--- src/rtl/debounce_bank_if.sv ---
// Switch-debouncer bus: sample enable and raw inputs in, debounced level and event strobes out.
interface debounce_bank_if #(
  parameter int unsigned CHANNELS = 4
);
  logic                tick;
  logic [CHANNELS-1:0] din;
  logic [CHANNELS-1:0] level;
  logic [CHANNELS-1:0] rise_pulse;
  logic [CHANNELS-1:0] fall_pulse;
  logic [CHANNELS-1:0] hold_pulse;

  modport master (
    output tick, din,
    input  level, rise_pulse, fall_pulse, hold_pulse
  );

  modport slave (
    input  tick, din,
    output level, rise_pulse, fall_pulse, hold_pulse
  );
endinterface

--- src/rtl/debounce_bank.sv ---
// Multi-channel switch debouncer: 2-flop synchroniser, tick-gated stability counter,
// registered level with rise/fall strobes and an optional long-hold strobe per channel.
module debounce_bank #(
  parameter int unsigned CHANNELS     = 4,
  parameter int unsigned STABLE_COUNT = 1000000,
  parameter int unsigned HOLD_COUNT   = 0
) (
  input  logic          clock,
  input  logic          reset_n,
  debounce_bank_if.slave bus
);

  localparam int unsigned CNT_W  = $clog2(STABLE_COUNT + 1);
  localparam int unsigned HOLD_W = (HOLD_COUNT > 0) ? $clog2(HOLD_COUNT + 1) : 1;
  localparam logic [CNT_W-1:0] CNT_LAST = CNT_W'(STABLE_COUNT - 1);

  logic [CHANNELS-1:0] s1;
  logic [CHANNELS-1:0] s2;
  logic [CHANNELS-1:0] level_q;
  logic [CHANNELS-1:0] rise_q;
  logic [CHANNELS-1:0] fall_q;
  logic [CHANNELS-1:0] hold_q;
  logic [CNT_W-1:0]    cnt [CHANNELS];

  // Synchroniser and stability counters; a bounce back to the current level restarts the count
  always_ff @(posedge clock or negedge reset_n) begin
    if (!reset_n) begin
      s1      <= '0;
      s2      <= '0;
      level_q <= '0;
      rise_q  <= '0;
      fall_q  <= '0;
      for (int unsigned c = 0; c < CHANNELS; c++) begin
        cnt[c] <= '0;
      end
    end else begin
      s1     <= bus.din;
      s2     <= s1;
      rise_q <= '0;
      fall_q <= '0;
      for (int unsigned c = 0; c < CHANNELS; c++) begin
        if (s2[c] == level_q[c]) begin
          cnt[c] <= '0;
        end else if (bus.tick) begin
          if (cnt[c] == CNT_LAST) begin
            level_q[c] <= s2[c];
            cnt[c]     <= '0;
            rise_q[c]  <= s2[c];
            fall_q[c]  <= ~s2[c];
          end else begin
            cnt[c] <= cnt[c] + CNT_W'(1);
          end
        end
      end
    end
  end

  if (HOLD_COUNT > 0) begin : g_hold
    localparam logic [HOLD_W-1:0] HOLD_MAX = HOLD_W'(HOLD_COUNT);
    logic [HOLD_W-1:0] hcnt [CHANNELS];

    // Hold counter saturates at HOLD_MAX so each press yields at most one strobe
    always_ff @(posedge clock or negedge reset_n) begin
      if (!reset_n) begin
        hold_q <= '0;
        for (int unsigned c = 0; c < CHANNELS; c++) begin
          hcnt[c] <= '0;
        end
      end else begin
        hold_q <= '0;
        for (int unsigned c = 0; c < CHANNELS; c++) begin
          if (!level_q[c]) begin
            hcnt[c] <= '0;
          end else if (bus.tick && (hcnt[c] != HOLD_MAX)) begin
            hcnt[c]   <= hcnt[c] + HOLD_W'(1);
            hold_q[c] <= (hcnt[c] == (HOLD_MAX - HOLD_W'(1)));
          end
        end
      end
    end
  end else begin : g_no_hold
    assign hold_q = '0;
  end

  assign bus.level      = level_q;
  assign bus.rise_pulse = rise_q;
  assign bus.fall_pulse = fall_q;
  assign bus.hold_pulse = hold_q;

endmodule

--- src/flat_wrapper.sv ---
// flat-port wrapper written by rule: the top's interface ports become plain ports
module debounce_bank_flat 
#(
  parameter int unsigned CHANNELS     = 4,
  parameter int unsigned STABLE_COUNT = 1000000,
  parameter int unsigned HOLD_COUNT   = 0
)
  (clock, reset_n, bus_tick, bus_din, bus_level, bus_rise_pulse, bus_fall_pulse, bus_hold_pulse);
  debounce_bank_if #(.CHANNELS(CHANNELS)) bus_i ();
  input  logic clock;
  input  logic reset_n;
  input wire logic [$bits(bus_i.tick)-1:0] bus_tick;
  input wire logic [$bits(bus_i.din)-1:0] bus_din;
  output wire logic [$bits(bus_i.level)-1:0] bus_level;
  output wire logic [$bits(bus_i.rise_pulse)-1:0] bus_rise_pulse;
  output wire logic [$bits(bus_i.fall_pulse)-1:0] bus_fall_pulse;
  output wire logic [$bits(bus_i.hold_pulse)-1:0] bus_hold_pulse;
  assign bus_i.tick = bus_tick;
  assign bus_i.din = bus_din;
  assign bus_level = bus_i.level;
  assign bus_rise_pulse = bus_i.rise_pulse;
  assign bus_fall_pulse = bus_i.fall_pulse;
  assign bus_hold_pulse = bus_i.hold_pulse;
  debounce_bank #(.CHANNELS(CHANNELS), .STABLE_COUNT(STABLE_COUNT), .HOLD_COUNT(HOLD_COUNT)) u_core (.clock(clock), .reset_n(reset_n), .bus(bus_i));
endmodule
--- config.mk ---
export PLATFORM = sky130hd
export DESIGN_NAME = debounce_bank_flat
export DESIGN_NICKNAME = d
export VERILOG_FILES = /design/src/rtl/debounce_bank_if.sv /design/src/rtl/debounce_bank.sv /design/src/flat_wrapper.sv
export SDC_FILE = /design/constraint.sdc
export NUM_CORES = 1
export LEC_CHECK = 0
export CAP_MARGIN = 30
export CORE_ASPECT_RATIO = 1.75
export CORE_MARGIN = 10
export CORE_UTILIZATION = 60
export CTS_CLUSTER_DIAMETER = 120
export DETAILED_ROUTE_END_ITERATION = 10
export GPL_TIMING_DRIVEN = 0
export PLACE_DENSITY = 0.79
export SLEW_MARGIN = 10
export SYNTH_ARGS = -nofsm -noshare
export SYNTH_HDL_FRONTEND = slang
export SYNTH_SLANG_ARGS = --single-unit
export TNS_END_PERCENT = 30
--- constraint.sdc ---
create_clock -name clock -period 4 [get_ports clock]
set_clock_uncertainty 0.2 [all_clocks]
set_input_delay 0.4 -clock clock [delete_from_list [all_inputs] [get_ports clock]]
set_output_delay 0.4 -clock clock [all_outputs]
set_load 0.01 [all_outputs]
### Word-level counts from Yosys, hierarchy flattened

Cells that the tools add are included.

| storage, ports and cells | value |
|---|---|
| register bits after elaboration | 100 |
| output and inout bits | 16 |
| word-level logic and storage cells | 76 |

| operators by class | value |
|---|---|
| add/sub/neg operators | 4 |
| eq/ne operators | 8 |
| muxes and demuxes | 36 |
| bitwise logic cells | 8 |
| reductions and logical operators | 8 |

Operators with widths:

| operator | count |
|---|---|
| 20-bit 2-to-1 mux | 12 |
| 20-bit by 1-bit adder with 20-bit output (second input constant) | 4 |
| 20-bit equality test (second input constant) | 4 |
| 1-bit 2-to-1 mux | 24 |
| 3-bit AND reduction | 4 |
| 1-bit inverter | 8 |
| 2-bit nonzero test | 4 |
| 1-bit equality test | 4 |

### Longest topological paths before layout

| depth | value |
|---|---|
| word-level depth | 4 |
| mapped depth | 7 |
| depth with buffers taken out | 6 |

### Least setup slack after synthesis

OpenSTA, ideal clock, no wires.

| timing path | value |
|---|---|
| kind | register to register |
| start | register u_core.cnt[40] (netlist name) |
| end | register u_core.cnt[59] (netlist name) |
| library setup time | 138 ps |
| arrival time | 1722 ps |
| required time | 3662 ps |
| path slack | 1939 ps |
| cell stages (with the launch flop) | 8 |
| buffers on the path | 1 |
| clock period less this slack | 2061 ps |
| cells stage by stage | dfrtp_1 -> ha_1 -> nand3_4 -> or2_4 -> o311a_4 -> buf_6 -> a41oi_1 -> a31oi_1 |

| on the way | value |
|---|---|
| word-level cells in the longest chain between the ends | 4 |

RTL lines:

| what | RTL line | text |
|---|---|---|
| start, declared | debounce_bank.sv:23 | `logic [CNT_W-1:0] cnt [CHANNELS];` |
| start signal, assigned by index | debounce_bank.sv:51 | `cnt[c] <= cnt[c] + CNT_W'(1);` |
| 20-bit by 1-bit adder with 20-bit output / 20-bit equality test (equally long branches) | debounce_bank.sv:51, debounce_bank.sv:45 |  |
| 20-bit 2-to-1 mux (*) | debounce_bank.sv:45 | `if (cnt[c] == CNT_LAST) begin` |
| 20-bit 2-to-1 mux (*) | debounce_bank.sv:44 | `end else if (bus.tick) begin` |
| 20-bit 2-to-1 mux (*) | debounce_bank.sv:42 | `if (s2[c] == level_q[c]) begin` |

Every way passes the cells marked *; elsewhere a longest branch is shown, timed or not. The select of a mux whose other input is x is not followed.
A chain may end at the register's enable or synchronous reset.

### Worst setup path after layout

| timing path | value |
|---|---|
| start | register u_core.cnt[75] (netlist name) |
| end | register u_core.cnt[69] (netlist name) |

| on the way | value |
|---|---|
| word-level cells in the longest chain between the ends | 4 |

RTL lines:

| what | RTL line |
|---|---|
| 20-bit equality test | debounce_bank.sv:45 |
| 20-bit 2-to-1 mux | debounce_bank.sv:45 |
| 20-bit 2-to-1 mux | debounce_bank.sv:44 |
| 20-bit 2-to-1 mux | debounce_bank.sv:42 |

No other way between the ends. The select of a mux whose other input is x is not followed.

==> tab_implementation.tex <==
\begin{tabular}{lr}
\hline
Metric & Value \\
\hline
\multicolumn{2}{l}{\textbf{Die}} \\
\quad Rows & 45 \\
\quad Area inside the core boundary & 8615 µm² \\
\quad Initial core utilization & slightly above 60\% \\
\quad Die Footprint & $\sim$13000 µm² \\
\quad Top-Level Pins & 23 \\
\quad Horizontal die dimension & about 91 µm \\
\quad Die Ht & about 140 µm \\
\multicolumn{2}{l}{\textbf{Route}} \\
\quad Final routed DRC violation total & 0 \\
\quad Via/cell ratio & about 6.3 \\
\quad Average wire length per cell after detail routing & around 17 µm \\
\quad Detailed-route wire length & $\sim$12000 µm \\
\quad Antenna viol nets, final & 0 \\
\quad First-pass DRT Iterations & 5 \\
\quad Number of vias in the routed layout & around 4500 \\
\quad DR iter-0 viols & approximately 350 \\
\multicolumn{2}{l}{\textbf{Power}} \\
\quad Total power density per cell area & between 300 and 400 nW/µm² \\
\quad Max VDD drop & about 0.00027 V \\
\quad Sw frac & roughly a quarter \\
\quad Internal portion of total power & $\sim$0.0015 W \\
\quad P\_leak & 2.521 nW \\
\quad Clock network power share & between 40\% and 50\% \\
\quad Part of the power in registers & a little over half \\
\quad Reported net switching power & between 0.0004 and 0.0005 W \\
\quad Combinational cell fraction of total power & 6.6\% \\
\multicolumn{2}{l}{\textbf{Clock network}} \\
\quad Clock-pin slew of the registers on the worst-case setup and hold paths & about 0.06 ns \\
\quad H-tree level count & 3 \\
\quad Clock tree from TritonCTS & yes \\
\quad Longest Clk Path Bufs & 2 \\
\quad Total CTS buffers & 9 \\
\quad Number of buffers inserted to repair setup after CTS & 0 \\
\quad Clk Tree Root Cell & sky130\_fd\_sc\_hd\_\_clkbuf\_16 \\
\quad Latest clock arrival within the worst-skew pair & approximately 0.35 ns \\
\quad Clock Sink Count & 100 \\
\multicolumn{2}{l}{\textbf{Setup path}} \\
\quad Crit path capture type & flop \\
\quad Required time of the critical path & approximately 4.0 ns \\
\quad Arrival time at the worst endpoint & 2.41 ns \\
\quad Startpoint types & flop \\
\quad Crit path max fanout & 10 \\
\quad Path type of the worst setup path & reg -> reg \\
\multicolumn{2}{l}{\textbf{Yosys}} \\
\quad Synth Warn \# & 0 \\
\quad Async set-or-reset flop fraction in the synthesized netlist & 100.0\% \\
\quad Most frequently used flop master after synthesis & sky130\_fd\_sc\_hd\_\_dfrtp\_1 \\
\quad Mapped Area & between 5000 and 6000 µm² \\
\quad Post-synthesis cell type count & between 50 and 60 \\
\quad Mapped Avg Cell Area & $\sim$9.4 µm² \\
\quad Cells after Synth & 558 \\
\quad Post-synthesis sequential area ratio & 47.55\% \\
\quad Post-synth EDFFs & 0 \\
\quad Synthesized flop and latch total & 100 \\
\multicolumn{2}{l}{\textbf{Run status}} \\
\quad Result of the run & complete, no violations \\
\multicolumn{2}{l}{\textbf{Placement}} \\
\quad Post-placement cell area & between 5000 and 6000 µm² \\
\quad Count of buffers inserted at the top-level ports & 18 \\
\quad Half-perimeter wire length after placement & about 8600 µm \\
\quad Final Wtd Congestion & between 0.8 and 0.9 \\
\quad \# placed instances & $\sim$700 \\
\multicolumn{2}{l}{\textbf{STA}} \\
\quad Shortest period the worst path allows & about 2.4 ns \\
\quad Setup-failing EPs final & 0 \\
\quad Final clock period utilization by the worst path & $\sim$59\% \\
\quad Number of failing hold endpoints at the final stage & 0 \\
\quad Highest Clock Rate & between 0.4 and 0.5 GHz \\
\quad Transition at the pin with the smallest max-transition slack & slightly below 0.7 ns \\
\quad Tightest slew margin relative to the limit & a little over half \\
\quad RSZ-0062 raised after global routing & no \\
\quad Pins over their slew limit & 0 \\
\multicolumn{2}{l}{\textbf{Cells and area}} \\
\quad Final layout net count & $\sim$600 \\
\quad Utilization after layout & between 60\% and 70\% \\
\quad Final standard cell area without fillers & 5907 µm² \\
\quad Share of cells above drive strength 1 & under 10\% \\
\quad Number of cells in the finished layout apart from fillers & between 700 and 800 \\
\quad Fill cell instance count of the final layout & 686 \\
\quad Relative area change from synthesis to final layout & 12.24\% \\
\quad Antenna diode count & 0 \\
\multicolumn{2}{l}{\textbf{GRT}} \\
\quad Global-route wire length before repair & 20360 µm \\
\quad Largest net degree at the start of global routing & 56 \\
\quad Global-route congestion overflow total & 0 \\
\quad Initial antenna violation count & 0 \\
\quad Global-route usage over all layers & roughly a fifth \\
\quad Vias in the first global route & around 4400 \\
\multicolumn{2}{l}{\textbf{Hold path}} \\
\quad Worst hold path type & reg -> reg \\
\multicolumn{2}{l}{\textbf{Run}} \\
\quad Number of violations of the max-capacitance limit & 0 \\
\hline
\end{tabular}
[worst max-delay path, cell delays in order, from the launching register on]
cell and delay [ns]:
sky130_fd_sc_hd__dfrtp_1 0.45, sky130_fd_sc_hd__nor4b_1 0.36, sky130_fd_sc_hd__nand3_1 0.20, sky130_fd_sc_hd__o31ai_2 0.64
sky130_fd_sc_hd__o21ai_0 0.20, sky130_fd_sc_hd__a22o_1 0.21
[final timing paths]
path,depth (start not counted),endpoint,from,slack (ns)
worst min register to register,0,u_core.s2[2],u_core.s1[2],0.15
worst max register to register,5,u_core.cnt[69],u_core.cnt[75],1.63
worst min-delay path,0,u_core.s2[2],u_core.s1[2],0.15
max in group asynchronous,3,u_core.cnt[38],reset_n,2.54
min in group asynchronous,2,u_core.cnt[49],reset_n,0.38
worst max-delay path,5,u_core.cnt[69],u_core.cnt[75],1.63
[registers in the layout, indices dropped and copies added, names as in the netlist]
signal                 cells
u_core.bus.level           4
u_core.bus.rise_pulse      4
u_core.bus.fall_pulse      4
u_core.s2                  4
u_core.s1                  4
u_core.cnt                80
[repair_timing]
| item | CTS | global route |
|---|---|---|
| hold endpoints to repair | 45 | 0 |
| resized for setup | 0 | 0 |
| hold buffers | 1 | 0 |
[cell type report]
class	instances	area, µm²	area share (%)
multi-input cells	419	2579	43.66
flip-flops and latches	100	2502	42.36
clock buffers	12	246.5	4.173
repair buffers	20	215.2	3.643
well taps	117	146.4	2.478
plain buffers	25	128.9	2.182
inverters	17	63.81	1.080
clock inverters	4	25.02	0.4236
[layer usage]
layer  track usage, %  part of all wire (%)  vias to the layer above
met5                0                     0                        -
met4            7.871                   2.6                        0
met3            3.655                   3.6                       31
met2            33.78                    52                      123
met1            21.07                    41                     2198
li1                 -                     -                     2140
[cells in the final DEF (no fill, tap or decap), types with 3 or more instances in the layout]
cell,n
sky130_fd_sc_hd__and3_1,16
sky130_fd_sc_hd__nor3b_1,4
sky130_fd_sc_hd__mux2_2,5
sky130_fd_sc_hd__clkbuf_16,9
sky130_fd_sc_hd__ha_1,4
sky130_fd_sc_hd__conb_1,4
sky130_fd_sc_hd__nand3_1,40
sky130_fd_sc_hd__inv_1,17
sky130_fd_sc_hd__xor2_1,3
sky130_fd_sc_hd__a31oi_1,43
sky130_fd_sc_hd__a21o_1,5
sky130_fd_sc_hd__xnor2_1,4
sky130_fd_sc_hd__nor4_2,3
sky130_fd_sc_hd__nand2_1,64
sky130_fd_sc_hd__a21oi_1,37
sky130_fd_sc_hd__dfrtp_1,100
sky130_fd_sc_hd__nor4_1,6
sky130_fd_sc_hd__or3_1,23
sky130_fd_sc_hd__o21ai_0,31
sky130_fd_sc_hd__and4b_1,4
sky130_fd_sc_hd__buf_4,5
sky130_fd_sc_hd__clkbuf_1,11
sky130_fd_sc_hd__a22o_1,11
sky130_fd_sc_hd__nor2_1,28
sky130_fd_sc_hd__nand4_1,14
sky130_fd_sc_hd__clkdlybuf4s50_1,17
sky130_fd_sc_hd__and2_1,6
sky130_fd_sc_hd__nand2b_1,7
sky130_fd_sc_hd__nor3_1,15
sky130_fd_sc_hd__a41oi_1,10
sky130_fd_sc_hd__buf_2,10
[stage by stage]
step | total power (W) | hold slack, ns | setup TNS, ns | setup slack (ns)
global placement | 0.001182 | 0.1378 | -130.96 | -1.317
floorplan | 0.001133 | -0.09559 | 0 | 1.939
finish | 0.001983 | 0.1517 | 0 | 1.625
CTS | 0.001994 | 0.1548 | 0 | 1.629
global route | 0.002053 | 0.1682 | 0 | 1.441
detailed placement | 0.001191 | 0.1380 | 0 | 1.318
[power groups by stage]
stage          sequential, W  combinational (W)  clock [W]
6_report             0.00104           0.000130   0.000810
2_1_floorplan        0.00106          0.0000760          0
3_5_place_dp         0.00106           0.000130          0
4_1_cts              0.00104           0.000131   0.000821
5_1_grt              0.00104           0.000147   0.000863
3_3_place_gp         0.00106           0.000121          0
[cells by family (layout without fill, tap and decap cells)]
| logic type | count (synthesis) | after routing | synth area share (%) |
|---|---|---|---|
| flops | 100 | 100 | 47.55 |
| simple gates | 245 | 245 | 25.94 |
| buf+inv | 42 | 78 | 3.661 |
| xor+xnor | 8 | 8 | 1.474 |
| other cells | 1 | 4 | 0.07126 |
| compound gates | 152 | 152 | 19.09 |
| mux | 6 | 6 | 1.260 |
| fa+ha+maj | 4 | 4 | 0.9511 |
[synth_stat cells (2+ instances only)]
| master | instances | share of area, % |
|---|---|---|
| sky130_fd_sc_hd__a21o_1 | 5 | 0.71 |
| sky130_fd_sc_hd__a21oi_1 | 37 | 3.5 |
| sky130_fd_sc_hd__a22o_1 | 11 | 1.8 |
| sky130_fd_sc_hd__a31o_2 | 2 | 0.33 |
| sky130_fd_sc_hd__a31oi_1 | 43 | 5.1 |
| sky130_fd_sc_hd__a41oi_1 | 10 | 1.7 |
| sky130_fd_sc_hd__and2_1 | 6 | 0.71 |
| sky130_fd_sc_hd__and3_1 | 16 | 1.9 |
| sky130_fd_sc_hd__and4_1 | 2 | 0.33 |
| sky130_fd_sc_hd__and4b_1 | 4 | 0.76 |
| sky130_fd_sc_hd__buf_2 | 10 | 0.95 |
| sky130_fd_sc_hd__buf_4 | 4 | 0.57 |
| sky130_fd_sc_hd__clkbuf_1 | 9 | 0.64 |
| sky130_fd_sc_hd__dfrtp_1 | 100 | 48 |
| sky130_fd_sc_hd__ha_1 | 4 | 0.95 |
| sky130_fd_sc_hd__inv_1 | 17 | 1.2 |
| sky130_fd_sc_hd__mux2_2 | 5 | 1.1 |
| sky130_fd_sc_hd__nand2_1 | 64 | 4.6 |
| sky130_fd_sc_hd__nand2b_1 | 7 | 0.83 |
| sky130_fd_sc_hd__nand3_1 | 40 | 3.8 |
| sky130_fd_sc_hd__nand3b_1 | 2 | 0.29 |
| sky130_fd_sc_hd__nand4_1 | 14 | 1.7 |
| sky130_fd_sc_hd__nor2_1 | 28 | 2.0 |
| sky130_fd_sc_hd__nor3_1 | 15 | 1.4 |
| sky130_fd_sc_hd__nor3b_1 | 4 | 0.57 |
| sky130_fd_sc_hd__nor4_1 | 6 | 0.71 |
| sky130_fd_sc_hd__nor4_2 | 3 | 0.71 |
| sky130_fd_sc_hd__nor4_4 | 2 | 0.81 |
| sky130_fd_sc_hd__o21a_1 | 2 | 0.29 |
| sky130_fd_sc_hd__o21ai_0 | 31 | 2.9 |
| sky130_fd_sc_hd__or2_2 | 2 | 0.24 |
| sky130_fd_sc_hd__or3_1 | 23 | 2.7 |
| sky130_fd_sc_hd__xnor2_1 | 4 | 0.67 |
| sky130_fd_sc_hd__xor2_1 | 3 | 0.50 |
Power figures use the tool's default switching activity.
